`src/rtl/adc_trig_capture.sv`:
```
// adc_trig_capture: decimated, armed level/edge trigger capture into a
// circular buffer with trigger-aligned valid/ready readout. Opt: ADC_TRIG_OTR_BLANK_EN
module adc_trig_capture #(
    parameter int DW        = 8,
    parameter int AW        = 8,
    parameter int PRE_DEPTH = 32
) (
    input  logic          CLK,
    input  logic          RST_N,
    input  logic [DW-1:0] DIN,
    input  logic          OTR_IN,
    input  logic          ARM,
    input  logic          FORCE_TRIG,
    input  logic [DW-1:0] TRIG_LEVEL,
    input  logic          TRIG_EDGE,
    input  logic [7:0]    DECIM,
    input  logic          RD_READY,
    output logic          RD_VALID,
    output logic [DW-1:0] RD_DATA,
    output logic          RD_LAST,
    output logic          BUSY,
    output logic          DONE,
    output logic          OTR_SEEN
);
    localparam int DEPTH  = 1 << AW;
    localparam int POST_N = DEPTH - PRE_DEPTH - 1;
    localparam logic [AW-1:0] ONE_A     = AW'(1);
    localparam logic [AW-1:0] PRE_LAST  = AW'(PRE_DEPTH - 1);
    localparam logic [AW-1:0] POST_LAST = AW'(POST_N - 1);
    localparam logic [AW-1:0] PRE_OFS   = AW'(PRE_DEPTH);
    localparam logic [AW:0]   N_ALL     = (AW+1)'(DEPTH);
    localparam logic [AW:0]   N_LAST    = (AW+1)'(DEPTH - 1);
    localparam logic [AW:0]   ONE_F     = (AW+1)'(1);

    typedef enum logic [2:0] {
        S_IDLE, S_PRE, S_WAIT, S_POST, S_READ
    } state_t;

    state_t        state_q, state_d;
    logic [7:0]    decim_q, decim_d, dcnt_q, dcnt_d;
    logic          edge_q, edge_d;
    logic [DW-1:0] level_q, level_d, prev_q, prev_d;
    logic          prev_vld_q, prev_vld_d, fpend_q, fpend_d;
    logic [AW-1:0] wptr_q, wptr_d, cnt_q, cnt_d;
    logic [AW-1:0] taddr_q, taddr_d, raddr_q, raddr_d;
    logic [AW:0]   fcnt_q, fcnt_d;
    logic          rd_valid_q, rd_valid_d, rd_last_q, rd_last_d;
    logic [DW-1:0] rd_data_q, rd_data_d;
    logic          done_q, done_d, otr_q, otr_d;
    logic [DW-1:0] mem [DEPTH];

    logic capturing, strobe, we, cur_ok;
    logic rise_hit, fall_hit, level_hit, fetch, xfer;

    assign capturing = (state_q == S_PRE) || (state_q == S_WAIT)
                    || (state_q == S_POST);
    assign strobe    = capturing && (dcnt_q == decim_q);
    assign rise_hit  = (prev_q < level_q) && (DIN >= level_q);
    assign fall_hit  = (prev_q >= level_q) && (DIN < level_q);
`ifdef ADC_TRIG_OTR_BLANK_EN
    assign cur_ok    = !OTR_IN;
`else
    assign cur_ok    = 1'b1;
`endif
    assign level_hit = prev_vld_q && cur_ok && (edge_q ? fall_hit : rise_hit);
    assign fetch     = (fcnt_q != N_ALL) && (!rd_valid_q || RD_READY);
    assign xfer      = rd_valid_q && RD_READY;

    // Next-state: decimation, buffer writes, trigger search, readout.
    always_comb begin
        state_d    = state_q;
        decim_d    = decim_q;
        dcnt_d     = dcnt_q;
        edge_d     = edge_q;
        level_d    = level_q;
        prev_d     = prev_q;
        prev_vld_d = prev_vld_q;
        fpend_d    = fpend_q;
        wptr_d     = wptr_q;
        cnt_d      = cnt_q;
        taddr_d    = taddr_q;
        raddr_d    = raddr_q;
        fcnt_d     = fcnt_q;
        rd_valid_d = rd_valid_q;
        rd_last_d  = rd_last_q;
        rd_data_d  = rd_data_q;
        done_d     = 1'b0;
        otr_d      = otr_q;
        we         = 1'b0;
        if (capturing) begin
            dcnt_d = strobe ? 8'd0 : dcnt_q + 8'd1;
        end
        if (strobe) begin
            we         = 1'b1;
            wptr_d     = wptr_q + ONE_A;
            prev_d     = DIN;
            prev_vld_d = cur_ok;
            if (OTR_IN) otr_d = 1'b1;
        end
        unique case (state_q)
            S_IDLE: begin
                if (ARM) begin
                    state_d    = S_PRE;
                    decim_d    = DECIM;
                    edge_d     = TRIG_EDGE;
                    level_d    = TRIG_LEVEL;
                    dcnt_d     = 8'd0;
                    otr_d      = 1'b0;
                    prev_vld_d = 1'b0;
                    fpend_d    = 1'b0;
                    cnt_d      = '0;
                    wptr_d     = '0;
                end
            end
            S_PRE: begin
                if (strobe) begin
                    cnt_d = cnt_q + ONE_A;
                    if (cnt_q == PRE_LAST) begin
                        cnt_d   = '0;
                        state_d = S_WAIT;
                    end
                end
            end
            S_WAIT: begin
                if (FORCE_TRIG) fpend_d = 1'b1;
                if (strobe && (fpend_q || level_hit)) begin
                    fpend_d = 1'b0;
                    taddr_d = wptr_q;
                    cnt_d   = '0;
                    state_d = S_POST;
                end
            end
            S_POST: begin
                if (strobe) begin
                    cnt_d = cnt_q + ONE_A;
                    if (cnt_q == POST_LAST) begin
                        state_d = S_READ;
                        raddr_d = taddr_q - PRE_OFS;
                        fcnt_d  = '0;
                    end
                end
            end
            S_READ: begin
                if (fetch) begin
                    rd_data_d  = mem[raddr_q];
                    rd_valid_d = 1'b1;
                    rd_last_d  = (fcnt_q == N_LAST);
                    raddr_d    = raddr_q + ONE_A;
                    fcnt_d     = fcnt_q + ONE_F;
                end else if (xfer && rd_last_q) begin
                    rd_valid_d = 1'b0;
                    rd_last_d  = 1'b0;
                    done_d     = 1'b1;
                    state_d    = S_IDLE;
                end
            end
            default: state_d = S_IDLE;
        endcase
    end

    // Control and readout registers.
    always_ff @(posedge CLK or negedge RST_N) begin
        if (!RST_N) begin
            state_q    <= S_IDLE;
            decim_q    <= '0;
            dcnt_q     <= '0;
            edge_q     <= 1'b0;
            level_q    <= '0;
            prev_q     <= '0;
            prev_vld_q <= 1'b0;
            fpend_q    <= 1'b0;
            wptr_q     <= '0;
            cnt_q      <= '0;
            taddr_q    <= '0;
            raddr_q    <= '0;
            fcnt_q     <= '0;
            rd_valid_q <= 1'b0;
            rd_last_q  <= 1'b0;
            rd_data_q  <= '0;
            done_q     <= 1'b0;
            otr_q      <= 1'b0;
        end else begin
            state_q    <= state_d;
            decim_q    <= decim_d;
            dcnt_q     <= dcnt_d;
            edge_q     <= edge_d;
            level_q    <= level_d;
            prev_q     <= prev_d;
            prev_vld_q <= prev_vld_d;
            fpend_q    <= fpend_d;
            wptr_q     <= wptr_d;
            cnt_q      <= cnt_d;
            taddr_q    <= taddr_d;
            raddr_q    <= raddr_d;
            fcnt_q     <= fcnt_d;
            rd_valid_q <= rd_valid_d;
            rd_last_q  <= rd_last_d;
            rd_data_q  <= rd_data_d;
            done_q     <= done_d;
            otr_q      <= otr_d;
        end
    end

    // Sample buffer write port; storage itself needs no reset.
    always_ff @(posedge CLK) begin
        if (we) mem[wptr_q] <= DIN;
    end

    assign RD_VALID = rd_valid_q;
    assign RD_DATA  = rd_data_q;
    assign RD_LAST  = rd_last_q;
    assign BUSY     = (state_q != S_IDLE);
    assign DONE     = done_q;
    assign OTR_SEEN = otr_q;

endmodule

```
`config.mk`:
```
export PLATFORM = sky130hd
export DESIGN_NAME = adc_trig_capture
export DESIGN_NICKNAME = d
export VERILOG_FILES = /design/src/rtl/adc_trig_capture.sv
export SDC_FILE = /design/constraint.sdc
export NUM_CORES = 2
export LEC_CHECK = 0
export BUFFER_PORTS_ARGS = -buffer_cell sky130_fd_sc_hd__buf_2
export CORE_AREA = 2 2 415 417
export DETAILED_ROUTE_END_ITERATION = 10
export DIE_AREA = 0 0 417 419
export PLACE_DENSITY = 0.71
export SKIP_CTS_REPAIR_TIMING = 1
export SYNTH_ARGS = -nofsm -noshare
export SYNTH_HDL_FRONTEND = slang
export SYNTH_SLANG_ARGS = --single-unit
```
`constraint.sdc`:
```
create_clock -name CLK -period 3.6 [get_ports CLK]
set_clock_uncertainty 0.1 [all_clocks]
set_input_delay 0.9 -clock CLK [delete_from_list [all_inputs] [get_ports CLK]]
set_output_delay 0.9 -clock CLK [all_outputs]
set_load 0.01 [all_outputs]
```
# Word level (Yosys, flattened, before mapping)
# Memory sizes are Yosys's and may differ from the RTL's. A register that Yosys moved wholly into a read port is not among the register bits.
# Index checks and enable logic that the tools add are counted.
# W data, S select, Z words.
# op_classes
n_addsub	6
order_cmp	4
n_eq_ne	19
n_mux	51
reduce_logical	28
# ops
op	count
$mux W8	15
$add A8 B1 Y8 const B	4
$pmux W8 S4	1
$mux W9	3
$mux W3	8
$mux W1	20
$pmux W9 S2	1
$ge A8 B8 Y1	2
$lt A8 B8 Y1	2
$pmux W8 S2	1
$pmux W3 S5	1
$ne A2 B2 Y1 const B	6
$add A9 B1 Y9 const B	1
$eq A9 B8 Y1 const B	1
$ne A9 B9 Y1 const B	1
$eq A8 B5 Y1 const B	1
$eq A8 B8 Y1	1
$eq A8 B8 Y1 const B	1
$logic_and A1 B1 Y1	8
$reduce_and A2 Y1	4
$reduce_and A8 Y1	1
$sub A8 B6 Y8 const B	1
$eq A3 B2 Y1 const B	2
$ne A2 B1 Y1 const B	3
13 further kinds	19
# word_totals
ff_bits	83
mem_bits_rw	2048
in_bits	31
output_inout_bits	13
wordCells	126
mem_count	1
# mem_list
memory	words	width	rd	rd_ports_with_merged_regs	write_ports	line	text
mem	256	8	1	1	1	50	logic [DW-1:0] mem [DEPTH];

# Depth between registers and ports, before layout
# logic_depth
word_depth	8
ltp_mapped	13

# Worst setup path after synthesis
# OpenSTA, ideal clock, no wires.
# synth_path
path_type	input port to flip-flop
startpoint	in DIN[1]
endpoint	reg taddr_q[0]
setup_time_ps	125
arrival_ps	2919
t_required_ps	3375
path_slack_ps	456
path_stages	9
path_buffers	1
path_cell_list	ha_1 > nand2b_1 > a21oi_1 > o21bai_1 > a2111oi_0 > o21a_1 > o211a_1 > clkbuf_1 > mux2_2
# synth_via
elab_chain_len	7
elab_cells_between_ends	9
classes_between	order compare: 2; mux: 1; reduce/logical: 6
# synth_lines
item	line	text
start, declared	10	input logic [DW-1:0] DIN,
$ge A8 B8 Y1 or $lt A8 B8 Y1 (tied branches)	58, 59	
$logic_and A1 B1 Y1, on equally long branches	58, 59	
$mux W1 (*)	65	assign level_hit = prev_vld_q && cur_ok && (edge_q ? fall_hit : rise_hit);
$logic_and A1 B1 Y1 (*)	65	
$logic_or A1 B1 Y1 (*)	126	if (strobe && (fpend_q || level_hit)) begin
$logic_and A1 B1 Y1 (*)	126	
$reduce_and A2 Y1 (no source line) (*)	--	
end signal, assigned	193	taddr_q <= taddr_d;
end, declared	45	logic [AW-1:0] taddr_q, taddr_d, raddr_q, raddr_d;
# Mark *: on every way between the ends. The rest lies on a longest branch, timed or not.
# A chain may end at the register's enable or synchronous reset.

==> qor.txt <==
Worst Setup Slack, final = 80.9 ps
area fraction of the dominant cell type after synthesis = 0.728
Clock Tree Buf Depth = 3
worst hold path class = input port to flop
pre-CTS setup slack = -691 ps
H-tree depth = 4
post-route cell area = 97200 um^2
grt ovf = 0
CTS clk-pin slew, worst paths = 60 ps
Clock Sinks = 2139
outcome = complete, no violations
syn nets = 4208
vias per cell = 6.28
WL final = 220000 um
Core Util, Final = 0.570
Worst slew margin = 0.213
number of global-route vias before repair = 44200
Post-Syn Area = 84500 um^2
Final nets = 4738
CTS tree = done
Static Leak = 31.5 nW
initial core utilization = 0.495
drt first pass iters = 6
setup TNS = 0 ps
gr usage total = 0.254
DIE AREA = 175000 um^2
first-pass GRT wire length = 317000 um
distinct cell type count after synthesis = 81
min cycle time layout = 3520 ps
Final Hold Fails = 0
dpl cell area = 90600 um^2
CP Class = flop to flop
post-synthesis cell count = 4149
Seq/Total Area, Yosys = 0.755
multi-input gate area in the final layout = 19300 um^2
ys async rst share = 0.0425
fmax = 284 MHz
synthesized area per cell = 20.4 um^2
Post-synth EDFFs = 2048
Crit. End Element = flop
Critical Path Fanout Max = 27
DRT antenna net count = 0
slew at the pin closest to its max-slew limit = 1180 ps
Worst Path Required = 4260 ps
Final setup viols = 0
Crit-path slowest cell = dfrtp_4
dpl hpwl = 141000 um
dominant cell type by area after synthesis = edfxtp_1
fin cells = 7093
initial antenna violation count = 10
switching part of the total = 0.297
combinational power share = 0.226
Most Frequent Cell on Critical Path = buf_12
top cells by area, synth = edfxtp_1 73%, mux4_2 13%, dfrtp_1 2.7%
clock latency on the worst-skew pair = 890 ps
via count = 44500
Pwr Total = 63.4 mW
number of CTS-inserted buffers = 205
Die Ht = 419 um
crit-path max cell delay = 640 ps
CP Launch Type = flop
WP data arrival = 4180 ps
Die X = 417 um
Placer Congestion = 0.925
placed cell count = 6704
top-count cell post-synth = edfxtp_1
Power Density = 652 nW/um^2
yosys warns = 0
synth cell count leaders = 2048 x edfxtp_1, 505 x mux4_2, 327 x nor2_1, 169 x mux2i_1, 145 x nand2_1
fill count = 12100
RSZ-0062 raised after global routing = false
part of the power in the clock network = 0.328
largest net degree at the start of global routing = 206
critical path cell sequence = buf_12 > buf_12 > mux4_2 > mux2i_1 > o22ai_1 > a2111oi_2 > buf_4 > a32oi_1 > a22o_1
wire per inst = 31.1 um
Std-Cell Core Area = 171000 um^2
Reg power frac = 0.446
Synth Flop Type = edfxtp_1
number of max-cap violations = 0
Max IR drop VDD = 0.437 mV
DRC Markers = 0
area growth from synthesis to layout = 15.1%
Root Buffer = clkbuf_16
Core Rows = 152
pins over their slew limit = 0
share of post-route cells with drive strength above 1 = 0.292
WHS = 117 ps
Ports = 44
port bufs = 43
Net Switching = 18.8 mW
FF+latch area = 63800 um^2
synthesized flop and latch total = 2139
DRT iter0 DRCs = 6211
period utilization = 0.978
Pint = 44.6 mW
## critical path: cells and delay by family, from the launching register on
kind | cells | cell delay, ps
buffers and inverters | 3 | 670
muxes | 2 | 770
AOI/OAI and AO/OA | 4 | 1160
DFF | 1 | 640
## sequential cells by signal (all words and copies together) (netlist names)
signal / count
level_q: 8
raddr_q: 8
mem: 2048
edge_q: 1
prev_q: 8
taddr_q: 8
dcnt_q: 8
fcnt_q: 9
RD_LAST: 1
fpend_q: 1
state_q: 3
decim_q: 8
OTR_SEEN: 1
prev_vld_q: 1
RD_DATA: 8
cnt_q: 8
RD_VALID: 1
DONE: 1
wptr_q: 8
## routing by layer
layer / vias to the layer above / routed length [um] / GRT usage
met1: 23400 / 83700 / 0.352
met5: - / 35 / 0
li1: 18100 / - / -
met4: 4 / 10300 / 0.105
met2: 2558 / 103000 / 0.396
met3: 435 / 23100 / 0.0544
## power by group through the flow
stage | sequential, mW | clock, mW | combinational [mW]
final | 28.3 | 20.8 | 14.3
after global routing | 28.3 | 21.9 | 14.8
after CTS | 28.2 | 21.0 | 14.2
after detailed placement | 28.7 | 0 | 14.1
after global placement | 28.7 | 0 | 14.0
after floorplan | 28.3 | 0 | 8.07
## final cells by class
cell class / count / area share
well taps: 2233 / 0.0287
flip-flops and latches: 2139 / 0.656
clock buffers: 256 / 0.0549
inverters: 32 / 0.00129
repair buffers: 563 / 0.0480
clock inverters: 128 / 0.0124
multi-input cells: 1738 / 0.198
diodes: 4 / 0.000103
## cell usage in the layout (no fill, tap or decap), types with 9 or more instances in the layout
cell type	instances
nand3_1	51
clkinv_2	35
nor2_1	323
o21ai_0	70
o22ai_1	19
nand2_1	144
o211ai_1	13
clkinv_16	13
nor3_1	21
and3_1	16
clkbuf_8	10
buf_2	34
inv_1	27
a31oi_1	12
buf_4	482
nor2b_1	12
clkinvlp_4	15
a21oi_1	77
edfxtp_1	2048
ha_1	28
a22o_1	12
clkinv_1	52
xnor2_1	13
clkbuf_16	205
mux4_2	505
and2_1	10
nand4_1	11
dfrtp_1	84
buf_12	38
clkbuf_1	49
a22oi_1	32
mux2i_1	169
a221oi_1	23
mux2_2	31
bufinv_16	9
a211oi_1	12
## logic make-up after synthesis
group                    synth area share
buffers and inverters              0.0177
adder cells (fa/ha/maj)           0.00415
AO/OA/AOI/OAI                      0.0277
AND/OR/NAND/NOR                    0.0323
flip-flops                          0.755
multiplexers                        0.161
XOR/XNOR                          0.00207
## path summary, 6_finish.rpt
| path | startpoint | to | slack [ps] | cells after the start |
|---|---|---|---|---|
| max in group asynchronous | RST_N | prev_q[3] | 2190 | 3 |
| worst min register to register | OTR_SEEN | OTR_SEEN | 400 | 2 |
| worst max register to register | raddr_q[0] | RD_DATA[7] | 80 | 9 |
| worst max-delay path | raddr_q[0] | RD_DATA[7] | 80 | 9 |
| min in group asynchronous | RST_N | level_q[6] | 400 | 2 |
| worst min-delay path | TRIG_LEVEL[1] | level_q[1] | 120 | 3 |
Power figures use the tool's default switching activity.
